## src/rtl/piso_pkg.sv

```systemverilog
// Shared types and sizing helpers for the piso_tx serial transmitter.
package piso_pkg;

  typedef enum logic [1:0] {
    IDLE   = 2'd0,
    SHIFT  = 2'd1,
    PARITY = 2'd2
  } piso_state_e;

  localparam int PISO_WIDTH_DEF = 4;

  // Bit-counter width; never below 1 so WIDTH=2 still gets a real register.
  function automatic int cnt_width(input int w);
    return (w > 2) ? $clog2(w) : 1;
  endfunction

endpackage

```

## src/rtl/piso_bit_counter.sv

```systemverilog
// Loadable modulo-WIDTH bit counter with clear and terminal-count flag.
// Priority: rst, clr, ld, en.
module piso_bit_counter
  import piso_pkg::*;
#(
  parameter int WIDTH = PISO_WIDTH_DEF,
  localparam int CW   = cnt_width(WIDTH)
) (
  input  logic          clk,
  input  logic          rst,
  input  logic          clr_i,
  input  logic          ld_i,
  input  logic [CW-1:0] ld_val_i,
  input  logic          en_i,
  output logic [CW-1:0] cnt_o,
  output logic          tc_o
);

  logic [CW-1:0] cnt_q;
  logic [CW-1:0] cnt_d;

  localparam logic [CW-1:0] LAST = CW'(WIDTH - 1);

  always_comb begin
    cnt_d = cnt_q;
    if (clr_i) begin
      cnt_d = '0;
    end else if (ld_i) begin
      cnt_d = ld_val_i;
    end else if (en_i) begin
      cnt_d = (cnt_q == LAST) ? '0 : cnt_q + 1'b1;
    end
  end

  always_ff @(posedge clk) begin
    if (rst) begin
      cnt_q <= '0;
    end else begin
      cnt_q <= cnt_d;
    end
  end

  assign cnt_o = cnt_q;
  assign tc_o  = (cnt_q == LAST);

endmodule

```

## src/rtl/piso_tx.sv

```systemverilog
// Parallel-in serial-out transmitter: one bit per clock, done on the frame's last bit.
// Optional even-parity trailer bit when PISO_TX_PARITY_EN is defined.
module piso_tx
  import piso_pkg::*;
#(
  parameter int WIDTH     = PISO_WIDTH_DEF,
  parameter bit MSB_FIRST = 1'b1
) (
  input  logic             clk,
  input  logic             rst,
  input  logic             load,
  input  logic [WIDTH-1:0] din,
  output logic             ready,
  output logic             so,
  output logic             so_valid,
  output logic             done
);

  localparam int CW = cnt_width(WIDTH);

  piso_state_e      state_q;
  logic [WIDTH-1:0] shift_q;
  logic [WIDTH-1:0] shift_d;
  logic             so_q;
  logic             so_valid_q;
  logic             done_q;
  logic [CW-1:0]    cnt;
  logic             tc;
  logic             accept;
  logic             last_bit;

  function automatic logic first_bit(input logic [WIDTH-1:0] w);
    return MSB_FIRST ? w[WIDTH-1] : w[0];
  endfunction

`ifdef PISO_TX_PARITY_EN
  logic par_q;
  assign last_bit = (state_q == PARITY);
`else
  assign last_bit = (state_q == SHIFT) && tc;
`endif

  // The final bit cycle of a frame is also an accept slot, giving zero-gap streaming.
  assign ready   = (state_q == IDLE) || last_bit;
  assign accept  = load && ready;
  assign shift_d = MSB_FIRST ? (shift_q << 1) : (shift_q >> 1);

  piso_bit_counter #(
    .WIDTH (WIDTH)
  ) u_cnt (
    .clk      (clk),
    .rst      (rst),
    .clr_i    (last_bit && !accept),
    .ld_i     (accept),
    .ld_val_i ('0),
    .en_i     ((state_q == SHIFT) && !tc),
    .cnt_o    (cnt),
    .tc_o     (tc)
  );

  always_ff @(posedge clk) begin
    if (rst) begin
      state_q    <= IDLE;
      shift_q    <= '0;
      so_q       <= 1'b0;
      so_valid_q <= 1'b0;
      done_q     <= 1'b0;
`ifdef PISO_TX_PARITY_EN
      par_q      <= 1'b0;
`endif
    end else begin
      done_q <= 1'b0;
      if (accept) begin
        state_q    <= SHIFT;
        shift_q    <= din;
        so_q       <= first_bit(din);
        so_valid_q <= 1'b1;
`ifdef PISO_TX_PARITY_EN
        par_q      <= ^din;
`endif
      end else begin
        case (state_q)
          SHIFT: begin
            if (tc) begin
`ifdef PISO_TX_PARITY_EN
              state_q    <= PARITY;
              so_q       <= par_q;
              so_valid_q <= 1'b1;
              done_q     <= 1'b1;
`else
              state_q    <= IDLE;
              so_q       <= 1'b0;
              so_valid_q <= 1'b0;
`endif
            end else begin
              shift_q <= shift_d;
              so_q    <= first_bit(shift_d);
`ifndef PISO_TX_PARITY_EN
              // Raise done so it lands on the cycle that carries the last data bit.
              done_q  <= (cnt == CW'(WIDTH - 2));
`endif
            end
          end
          default: begin
            state_q    <= IDLE;
            so_q       <= 1'b0;
            so_valid_q <= 1'b0;
          end
        endcase
      end
    end
  end

  assign so       = so_q;
  assign so_valid = so_valid_q;
  assign done     = done_q;

endmodule

```

## config.mk

```make
export PLATFORM = sky130hd
export DESIGN_NAME = piso_tx
export DESIGN_NICKNAME = d
export VERILOG_FILES = /design/src/rtl/piso_pkg.sv /design/src/rtl/piso_bit_counter.sv /design/src/rtl/piso_tx.sv
export SDC_FILE = /design/constraint.sdc
export NUM_CORES = 1
export LEC_CHECK = 0
export ABC_AREA = 1
export ABC_CLOCK_PERIOD_IN_PS = 2000
export BUFFER_PORTS_ARGS = -buffer_cell sky130_fd_sc_hd__buf_2
export CORE_AREA = 2 2 39 41
export CTS_BUF_LIST = sky130_fd_sc_hd__clkbuf_4 sky130_fd_sc_hd__clkbuf_8
export DETAILED_ROUTE_END_ITERATION = 8
export DIE_AREA = 0 0 41 43
export GPL_TIMING_DRIVEN = 0
export PLACE_DENSITY = 0.54
export SETUP_SLACK_MARGIN = 0.02
export SLEW_MARGIN = 20
export SYNTH_ARGS = -nofsm -noshare
export SYNTH_HDL_FRONTEND = slang
export SYNTH_SLANG_ARGS = --single-unit
```

## constraint.sdc

```tcl
create_clock -name clk -period 2 [get_ports clk]
set_input_delay 0.1 -clock clk [delete_from_list [all_inputs] [get_ports clk]]
set_output_delay 0.1 -clock clk [all_outputs]
set_load 0.02 [all_outputs]
```

* Word level (Yosys, flattened, before mapping) *
Index checks and enable logic that the tools add are counted.

storage, ports and cells
  flip-flop bits (word level) = 9

operators by class
  add/subtract/negate cells = 1
  eq/ne operators = 4
  muxes and demuxes = 13
  bitwise operators = 1
  reduce and logical (&&, ||, !) cells = 12

operators by type and width
  kind                                           count
  2-to-1 mux 1 bit                               9
  2-to-1 mux 3 bit                               3
  == test 2 bit, second input constant           2
  logical AND 1 bit                              4
  OR reduction 4 bit                             1
  != test 3 bit, second input constant           1
  OR reduction 3 bit                             1
  adder 2 x 1 -> 2 bit, second input constant    1
  zero test 1 bit                                2
  zero test 2 bit                                1
  2-to-1 mux 2 bit                               1
  != test 2 x 1 -> 1 bit, second input constant  1
  AND reduction 2 bit                            1
  nonzero test 2 bit                             1
  logical OR 1 bit                               1
  NOT 1 bit                                      1

* Longest topological paths before layout *
Gate-level depths: netlist of run 1.

  depth after elaboration = 7
  mapped depth = 8
  gate-level depth less buffers = 7

* Modules after synthesis *
A second synthesis of run 1 with hierarchy kept.

unflattened totals
  cell total of the unflattened synthesis = 59
  area total of the unflattened synthesis = 402.9 µm²

by module, submodules not included
  module            instances  cells an instance  area an instance (µm²)  sequential area each (µm²)
  piso_tx           1          38                 269.0                   120.1
  piso_bit_counter  1          21                 133.9                   40.0

* Worst setup path before layout of run 1 *
Ideal clock, no wire load.

  kind = register to register
  from = reg u_cnt.cnt_q[0] (netlist: u_cnt.cnt_o[0])
  to = reg shift_q[1]
  setup time = 109 ps
  data arrival time = 992 ps
  setup slack = 899 ps
  cell stages (with the launch flop) = 9
  period minus slack after synthesis = 1101 ps
  cell sequence = dfxtp_1 > ha_1 > inv_1 > nand2_2 > buf_6 > nand3_1 > nand3_1 > nand2_1 > inv_1

on the way
  word-level cells in the longest chain between the ends = 6
  elaborated cells on any way between the ends = 8

RTL lines
  what                                                                                  RTL line                RTL
  start, declared                                                                       piso_bit_counter.sv:19  logic [CW-1:0] cnt_q;
  start signal, assigned                                                                piso_bit_counter.sv:39  cnt_q <= cnt_d;
  == test 2 bit *                                                                       piso_bit_counter.sv:44  assign tc_o = (cnt_q == LAST);
  logical AND 1 bit *                                                                   piso_tx.sv:40           assign last_bit = (state_q == SHIFT) && tc;
  logical OR 1 bit *                                                                    piso_tx.sv:44           assign ready = (state_q == IDLE) || last_bit;
  via ready                                                                             piso_tx.sv:13           output logic ready,
  logical AND 1 bit *                                                                   piso_tx.sv:45           assign accept = load && ready;
  != test 2 x 1 -> 1 bit (no source line) / nonzero test 2 bit (equally long branches)  --
  AND reduction 2 bit (no source line)                                                  --
  end signal, assigned                                                                  piso_tx.sv:75           shift_q <= din;
  end signal, assigned                                                                  piso_tx.sv:96           shift_q <= shift_d;
  end, declared                                                                         piso_tx.sv:22           logic [WIDTH-1:0] shift_q;

Mark *: on every way through the listed nets, which the timed path passes. The rest lies on a longest branch.
A chain may end at the register's enable or synchronous reset.

* Worst setup path after layout of run 1 *
  from = reg u_cnt.cnt_q[1] (netlist: u_cnt.cnt_o[1])
  to = out ready

on the way
  word-level cells in the longest chain between the ends = 3

RTL lines
  what               RTL line
  == test 2 bit      piso_bit_counter.sv:44
  logical AND 1 bit  piso_tx.sv:40
  logical OR 1 bit   piso_tx.sv:44
  end, declared      piso_tx.sv:13

No other way between the ends.

==> impl_metrics.tcl, run 1 <==
set metrics [dict create \
    synthTopCellsByArea "dfxtp_1, nand3_1, nand2_1, inv_1, ha_1" \
    relSlewSlack_pct 81.3 \
    slew_viol_final 0 \
    root_buffer "clkbuf_4" \
    crit_end "ready" \
    grt_pass1_wl_um 1010 \
    dieArea_um2 1760 \
    p_leak_nw 0.228 \
    routedWlPerCell_um 9.16 \
    synthCells 48 \
    path_cells "ha_1 > inv_1 > nand2_2 > buf_6 > buf_2" \
    ys_types 13 \
    skew_ps 4.57 \
    insertedDiodeCount 0 \
    regToRegSetupSlack_ps 860 \
    met1_usage_pct 9.39 \
    crit_path_start "u_cnt.cnt_o[1]$_SDFFE_PP0P_" \
    max-cap-violations 0 \
    setup-violations-final 0 \
    status "completed" \
    numCtsBuffers 3 \
    post_cts_buffers 0 \
    placed_cells 74 \
    gr-usage-met3_pct 4.71 \
    min_from "rst" \
    dr.first_iter.drc_count 3 \
    crit_fanout 10 \
    gr-usage-met2_pct 12.5 \
    grt_pass1_vias 275 \
    multiInputGateArea_um2 171 \
    worstMarginPinSlew_ps 280 \
    fillCellCount 154 \
    ir_drop_v 0.000261 \
    busiest_layer "met2" \
    critical_path_required_ps 1900 \
    drt-total-wl_um 705 \
    synth_seq_cells 8 \
    seq_area_um2 160 \
    place_congestion 0.763 \
    ff2ff_path_depth 8 \
    grt-ovfl-total 0 \
    antenna_found_initial 0 \
    vias 325 \
    end_kind "output pin" \
    crit_type "flop to output pin" \
    hold_viol 0 \
    yosysWarnings 0 \
    postCtsResizedCells 0 \
    slowest_stage "dfxtp_1" \
    critPathMaxStageDelay_ps 360 \
    core_area_um2 1380 \
    clk_path_buf_depth 2 \
    ant_nets 0 \
    die_y_um 43 \
    setup_tns_ps 0 \
    yosys.area.top_type_share_pct 43.4 \
    dp_hpwl_um 521 \
    fin_cells 77 \
    grt_max_degree 11 \
    synth_largest_area_cell "dfxtp_1" \
    htree_levels 1 \
    via_per_inst 4.22 \
    synth_area_um2 369 \
    drcViolationCount 0 \
    clk_latency_ps 250 \
    cts.sinks 8 \
    fin_crit_ps 1350 \
    cts.hold.buffers_added 0 \
    dieWidth_um 41 \
    drive_above_1_share_pct 29.5 \
    port_buffers 10 \
    finalCritPeriodShare_pct 67.4 \
    r2r-start "u_cnt.cnt_o[0]$_SDFFE_PP0P_" \
    timing.fmax_ghz 0.742 \
    syn-num-nets 57 \
    worstHoldPathType "input pin to flop" \
    layout.nets 72 \
    syn_area_per_cell_um2 7.69 \
    yosysSeqAreaShare_pct 43.4 \
    firstDrtPassIters 4 \
    r2r_end "shift_q[1]$_SDFFE_PP0P_" \
    initial_core_util_pct 26.7 \
    clkSlewWorstSetupHoldPaths_ps 60 \
    cts_tree "built" \
    rsz0062_at_grt "no" \
    rows 14 \
    arrival_ps 1250 \
    area_growth_pct 25.1 \
    globalRouteTotalUtil_pct 9.05 \
    num_io_pins 11 \
    powerDensity_nw_per_um2 743 \
    critPathLaunchType "flop" \
]
[sequential cells by signal (all words and copies together), names as in the netlist]
register     count
done             1
shift_q          3
so               1
state_q          1
u_cnt.cnt_o      2
[worst max-delay path: cells and delay by family, from the launching register on]
kind / cells / cell delay (ps)
adder cells (fa/ha/maj): 1 / 220
AND/OR/NAND/NOR: 1 / 60
flip-flops: 1 / 360
buffers and inverters: 3 / 350
[worst min path at each step]
stage / to / cells after the start / slack, ps
after global placement: shift_q[0]$_SDFFE_PP0P_ / 2 / 340
after CTS: shift_q[0]$_SDFFE_PP0P_ / 2 / 60
after global routing: shift_q[0]$_SDFFE_PP0P_ / 2 / 70
after floorplan: shift_q[0]$_SDFFE_PP0P_ / 1 / 170
final: shift_q[0]$_SDFFE_PP0P_ / 2 / 70
after detailed placement: shift_q[0]$_SDFFE_PP0P_ / 2 / 340
[metrics by stage]
| stage | setup slack (ps) | cell area, µm² | hold WS (ps) | util (%) | total power, mW |
|---|---|---|---|---|---|
| 6_report | 652 | 462 | 74.9 | 33.4 | 0.343 |
| 5_1_grt | 583 | 462 | 71.9 | 33.4 | 0.364 |
| 4_1_cts | 637 | 462 | 63.3 | 33.4 | 0.353 |
| 3_5_place_dp | 870 | 439 | 339 | 31.7 | 0.225 |
| 3_3_place_gp | 873 | 439 | 337 | 31.7 | 0.224 |
| 2_1_floorplan | 899 | 369 | 169 | - | 0.207 |
[power by group]
| group | leakage (nW) | switching, mW | internal, mW |
|---|---|---|---|
| Sequential | 0.0655 | 0.00455 | 0.167 |
| Combinational | 0.148 | 0.0294 | 0.0197 |
| Clock | 0.0138 | 0.0534 | 0.0686 |
| Total | 0.228 | 0.0873 | 0.256 |
[per-layer routing]
| layer | vias up | routed length (µm) |
|---|---|---|
| met4 | 0 | 0 |
| met5 | - | 0 |
| met2 | 7 | 313 |
| met3 | 0 | 38 |
| met1 | 140 | 354 |
| li1 | 178 | - |
[synth_stat cells]
master / n
nor2_1: 5
o21ai_2: 1
inv_1: 7
nand2_2: 1
nand2_1: 8
dfxtp_1: 8
a21oi_1: 4
or2_1: 1
buf_6: 1
nor2_2: 1
nand3_1: 8
ha_1: 2
nor3_2: 1
[cells by family after synthesis]
group | count (synthesis) | synth area share, %
flip-flops | 8 | 43.4
adder cells (fa/ha/maj) | 2 | 6.78
AO/OA/AOI/OAI | 5 | 7.80
buffers and inverters | 8 | 10.2
AND/OR/NAND/NOR | 25 | 31.9
[final cells by class]
cell class	count	area share (%)
inverter	7	5.69
sequential	8	34.7
clock buffer	3	4.88
multi-input combinational	32	37.1
timing repair buffer	10	10.8
tap	16	4.34
buffer	1	2.44
[cell usage in the layout (no fill, tap or decap), types with 2 or more instances in the layout]
cell type  instances
clkbuf_4           3
nand3_1            8
inv_1              7
a21oi_1            4
dfxtp_1            8
nor2_1             5
buf_2             10
nand2_1            8
ha_1               2
Note: power is estimated with default switching activity, not from simulation.
==> run 2, diff against run 1 <==
Settings changed: ABC_CLOCK_PERIOD_IN_PS 2000 to 1200, PLACE_DENSITY 0.54 to 0.56.
Clock period 2 ns to 1.2 ns, I/O delays scaled along.
==> impl_metrics.tcl, run 2 (synthesized netlist as in run 1, its figures left out) <==
set metrics [dict create \
    crit_top_cell "buf_6" \
    setup-violations-final 0 \
    grt_pass1_vias 286 \
    slew_viol_final 0 \
    insertedDiodeCount 0 \
    timing.fmax_ghz 0.855 \
    die_y_um 43 \
    critPathLaunchType "flop" \
    grt_pass1_wl_um 1060 \
    port_buffers 10 \
    cts_tree "built" \
    dr.first_iter.drc_count 2 \
    ir_drop_v 0.000415 \
    critPathMaxStageDelay_ps 350 \
    hold_viol 0 \
    firstDrtPassIters 4 \
    drt-met1-wl_um 381 \
    clk_latency_ps 250 \
    rows 14 \
    path_cells "ha_4 > inv_2 > nand2_2 > buf_6 > buf_6" \
    htree_levels 1 \
    dp_hpwl_um 532 \
    cts.sinks 8 \
    max-cap-violations 0 \
    grt-ovfl-total 0 \
    largest_register "shift_q" \
    clkSlewWorstSetupHoldPaths_ps 60 \
    crit_family "flip-flops" \
    drcViolationCount 0 \
    seq_area_um2 165 \
    rsz0062_at_grt "yes" \
    dr.max_layer_used "met4" \
    multiInputGateArea_um2 219 \
    num_io_pins 11 \
    critPathBufInv 3 \
    cts.hold.buffers_added 0 \
    met3RoutedLength_um 18 \
    fin_util_pct 42.0 \
    end_kind "output pin" \
    root_buffer "clkbuf_4" \
    crit_type "flop to output pin" \
    dieWidth_um 41 \
    route.met2.wl_um 377 \
    relSlewSlack_pct 88.8 \
    skew_ps 3.23 \
    slowest_stage "dfxtp_4" \
    antenna_found_initial 0 \
    place_congestion 0.756 \
    crit_fanout 3 \
    powerDensity_nw_per_um2 1050 \
    vias 354 \
    arrival_ps 1110 \
    ant_nets 0 \
    post-place-ws_ps 61.5 \
    clk_path_buf_depth 2 \
    numCtsBuffers 3 \
    drive_above_1_share_pct 49.2 \
    area_growth_pct 57.3 \
    finalCritPeriodShare_pct 97.4 \
    core_area_um2 1380 \
    initial_core_util_pct 26.7 \
    largest_reg_flops 3 \
    power.total_uw 610 \
    final_cell_mix "buf_2, nand2_1, inv_1, nand3_2, dfxtp_1" \
    fin_cells 81 \
    fillCellCount 135 \
    via_per_inst 4.37 \
    worstHoldPathType "input pin to flop" \
    setup_ws_ps 30.7 \
    layout.nets 76 \
    grt_max_degree 10 \
    final_common_cell "buf_2" \
    critical_path_required_ps 1140 \
    setup_tns_ps 0 \
    globalRouteTotalUtil_pct 9.55 \
    p_leak_nw 0.278 \
    placed_cells 74 \
    drt-total-wl_um 791 \
    fin_crit_ps 1170 \
    routedWlPerCell_um 9.77 \
    worstMarginPinSlew_ps 168 \
    dieArea_um2 1760 \
    status "completed" \
]
## run 2: cell count changes in the layout (fill, tap and decap cells not counted), moves of 2 or more
cell | before | now
nand3_2 | 0 | 6
dfxtp_1 | 8 | 6
buf_4 | 0 | 2
nand3_1 | 8 | 2
## run 2: layout make-up
type | instances | share of cell area (%)
plain buffers | 1 | 1.94
clock buffers | 3 | 3.88
inverters | 7 | 4.53
multi-input cells | 32 | 37.7
flip-flops and latches | 8 | 28.4
well taps | 16 | 3.45
repair buffers | 14 | 20.0
## run 2: metal layers
layer  vias up  track usage [%]
met3         2             3.14
met4         0             10.0
met2         7             13.4
li1        188                -
met5         -                0
met1       157             10.0
## run 2: power breakdown
| part | leakage [nW] | switching, mW | internal [mW] |
|---|---|---|---|
| combinational | 0.198 | 0.0597 | 0.0583 |
| sequential | 0.0667 | 0.00954 | 0.278 |
| clock | 0.0138 | 0.0896 | 0.114 |
| total | 0.278 | 0.159 | 0.451 |
## run 2: final timing paths
| kind | start | to | slack [ps] | cells past startpoint |
|---|---|---|---|---|
| max reg2reg | u_cnt.cnt_o[0]$_SDFFE_PP0P_ | shift_q[1]$_SDFFE_PP0P_ | 30 | 9 |
| min reg2reg | shift_q[0]$_SDFFE_PP0P_ | shift_q[0]$_SDFFE_PP0P_ | 460 | 2 |
| min | rst | shift_q[0]$_SDFFE_PP0P_ | 40 | 2 |
| max | u_cnt.cnt_o[0]$_SDFFE_PP0P_ | ready | 30 | 5 |
## run 2: worst register-to-register path: stages, from the launching register on
cell	delay [ps]
dfxtp_4	350
ha_4	160
inv_2	40
nand2_2	50
buf_6	130
buf_12	130
nand3_2	50
nand3_2	70
nand2_1	50
inv_1	30
## run 2: timing repair
item,in CTS,in global routing
resized for setup,6,9
pin swaps,1,3
setup endpoints to repair,1,4
cloned,0,1
setup buffers,3,0
## run 2: stage by stage
stage                     hold WS (ps)  cell area [µm²]
final                             37.7              581
after global routing              28.6              581
after CTS                         25.1              513
after detailed placement           297              439
after global placement             293              439
after floorplan                    129              369
==> run 3, diff against run 2 <==
Settings changed: ABC_AREA 1 to not set, PLACE_DENSITY 0.56 to 0.55.
==> impl_metrics.tcl, run 3 <==
set metrics [dict create \
    clk_path_buf_depth 2 \
    syn-num-nets 45 \
    ys_types 19 \
    status "complete, but fails checks" \
    setup_ws_ps -35.2 \
    core_area_um2 1380 \
    max-cap-violations 0 \
    drive_above_1_share_pct 54.9 \
    synth_area_um2 355 \
    ant_nets 0 \
    setup_tns_ps -53.3 \
    dieArea_um2 1760 \
    largest_reg_flops 3 \
    globalRouteTotalUtil_pct 9.26 \
    vias 302 \
    place_congestion 0.615 \
    cts_tree "built" \
    rows 14 \
    die_y_um 43 \
    rsz0062_at_grt "yes" \
    power_frac_comb_pct 18.4 \
    powerDensity_nw_per_um2 1180 \
    grt-ovfl-total 0 \
    ir_drop_v 0.000411 \
    synth_seq_cells 8 \
    power.total_uw 614 \
    skew_ps 4.05 \
    fin_util_pct 37.5 \
    routedWlPerCell_um 10.4 \
    synth_flop_cell "dfxtp_1" \
    port_buffers 8 \
    clkPwrFrac_pct 33.5 \
    largest_register "shift_q" \
    setup-violations-final 3 \
    path_cells "ha_4 > and2b_4 > inv_6 > buf_6" \
    dp_hpwl_um 441 \
    fin_cells 67 \
    cts.sinks 8 \
    layout.nets 62 \
    post-place-ws_ps 13.1 \
    num_io_pins 11 \
    numCtsBuffers 3 \
    cts.hold.buffers_added 0 \
    synthArstFlopShare_pct 0 \
    critical_path_required_ps 1140 \
    p_leak_nw 0.221 \
    via_per_inst 4.51 \
    finalCritPeriodShare_pct 103 \
    fin_crit_ps 1240 \
    syn_area_per_cell_um2 9.87 \
    slew_viol_final 0 \
    yosys.area.top_type_share_pct 45.1 \
    synthCells 36 \
    synthTopCellsByArea "dfxtp_1, mux2i_1, a211oi_2, ha_1, nor2_1" \
    insertedDiodeCount 0 \
    firstDrtPassIters 4 \
    critPathMaxStageDelay_ps 340 \
    p_int_uw 455 \
    power_switching_uw 159 \
    seqPwrFrac_pct 48.1 \
    clkSlewWorstSetupHoldPaths_ps 50 \
    finalHoldWorstSlack_ps 74.5 \
    final_cell_mix "buf_2, dfxtp_1, nor2_1" \
    critPathLaunchType "flop" \
    timing.fmax_ghz 0.810 \
    yosysMostFrequentCell "dfxtp_1" \
    crit_type "flop to output pin" \
    place_area_um2 415 \
    grt_pass1_vias 256 \
    dieWidth_um 41 \
    relSlewSlack_pct 70.3 \
    antenna_found_initial 0 \
    yosysWarnings 0 \
    drcViolationCount 0 \
    crit_fanout 3 \
    synth_edf_count 0 \
    hold_viol 0 \
    worstHoldPathType "input pin to flop" \
    fin_area_um2 519 \
    synth_common_cells "dfxtp_1, nor2_1, mux2i_1" \
    yosysSeqAreaShare_pct 45.1 \
    initial_core_util_pct 25.7 \
    arrival_ps 1180 \
    violations "negative setup slack" \
    synth_largest_area_cell "dfxtp_1" \
    area_growth_pct 46.1 \
    swShare_pct 25.9 \
    final_common_cell "buf_2" \
    placed_cells 60 \
    drt-total-wl_um 698 \
    root_buffer "clkbuf_4" \
    dr.first_iter.drc_count 7 \
    htree_levels 1 \
    end_kind "output pin" \
    clk_latency_ps 250 \
    worstMarginPinSlew_ps 445 \
    slowest_stage "dfxtp_2" \
    grt_max_degree 9 \
    grt_pass1_wl_um 979 \
]
[run 3: cell count changes after synthesis, sizes merged, moves of 3 or more]
cell   before  now
nand3       8    1
inv         7    3
nand2       9    1
mux2i       0    3
[run 3: worst paths after layout]
| path | from | endpoint | slack, ps | depth (start not counted) |
|---|---|---|---|---|
| worst max-delay path | u_cnt.cnt_o[1]$_SDFFE_PP0P_ | ready | -40 | 4 |
| worst min register to register | shift_q[2]$_SDFFE_PP0P_ | so$_SDFF_PP0_ | 450 | 2 |
| worst max register to register | u_cnt.cnt_o[1]$_SDFFE_PP0P_ | u_cnt.cnt_o[1]$_SDFFE_PP0P_ | -20 | 6 |
| worst min-delay path | din[3] | so$_SDFF_PP0_ | 70 | 3 |
[run 3: logic make-up after synthesis]
group	after synthesis	share of synthesized area [%]
AND/OR/NAND/NOR	13	20.4
flip-flops	8	45.1
AO/OA/AOI/OAI	5	12.7
buffers and inverters	5	6.33
multiplexers	3	8.45
adder cells (fa/ha/maj)	2	7.04
[run 3: what timing repair did]
item	4_1_cts	5_1_grt
setup endpoints to repair	4	5
resized for setup	10	1
pin swaps	0	1
buffers inserted	4	0
[run 3: routing by layer]
| layer | share of wire, % | routed length [µm] | global-route usage (%) | up-vias |
|---|---|---|---|---|
| met5 | 0 | 0 | 0 | - |
| met4 | 0 | 0 | 6.00 | 0 |
| met1 | 41 | 283 | 8.09 | 142 |
| met3 | 3.9 | 27 | 7.85 | 0 |
| li1 | - | - | - | 153 |
| met2 | 56 | 388 | 13.4 | 7 |
[run 3: area by class of cell]
cell class                 instances  area (µm²)
buffer                             2        8.76
clock buffer                       3        22.5
timing repair buffer              12        88.8
tap                               16        20.0
fill                             140         865
inverter                           3        16.3
sequential                         8         163
multi-input combinational         23         200
[run 3: critical path, delay by kind of cell, from the launching register on]
kind                     cells  cell delay (ps)
adder cells (fa/ha/maj)      1              150
flip-flops                   1              340
buffers and inverters        2              160
AND/OR/NAND/NOR              1              270
[run 3: power by group through the flow]
stage / Combinational, mW / Clock, mW / Sequential [mW]
2_1_floorplan: 0.0563 / 0 / 0.301
3_3_place_gp: 0.0819 / 0 / 0.296
3_5_place_dp: 0.0827 / 0 / 0.297
4_1_cts: 0.114 / 0.218 / 0.293
5_1_grt: 0.122 / 0.231 / 0.297
6_report: 0.113 / 0.206 / 0.295
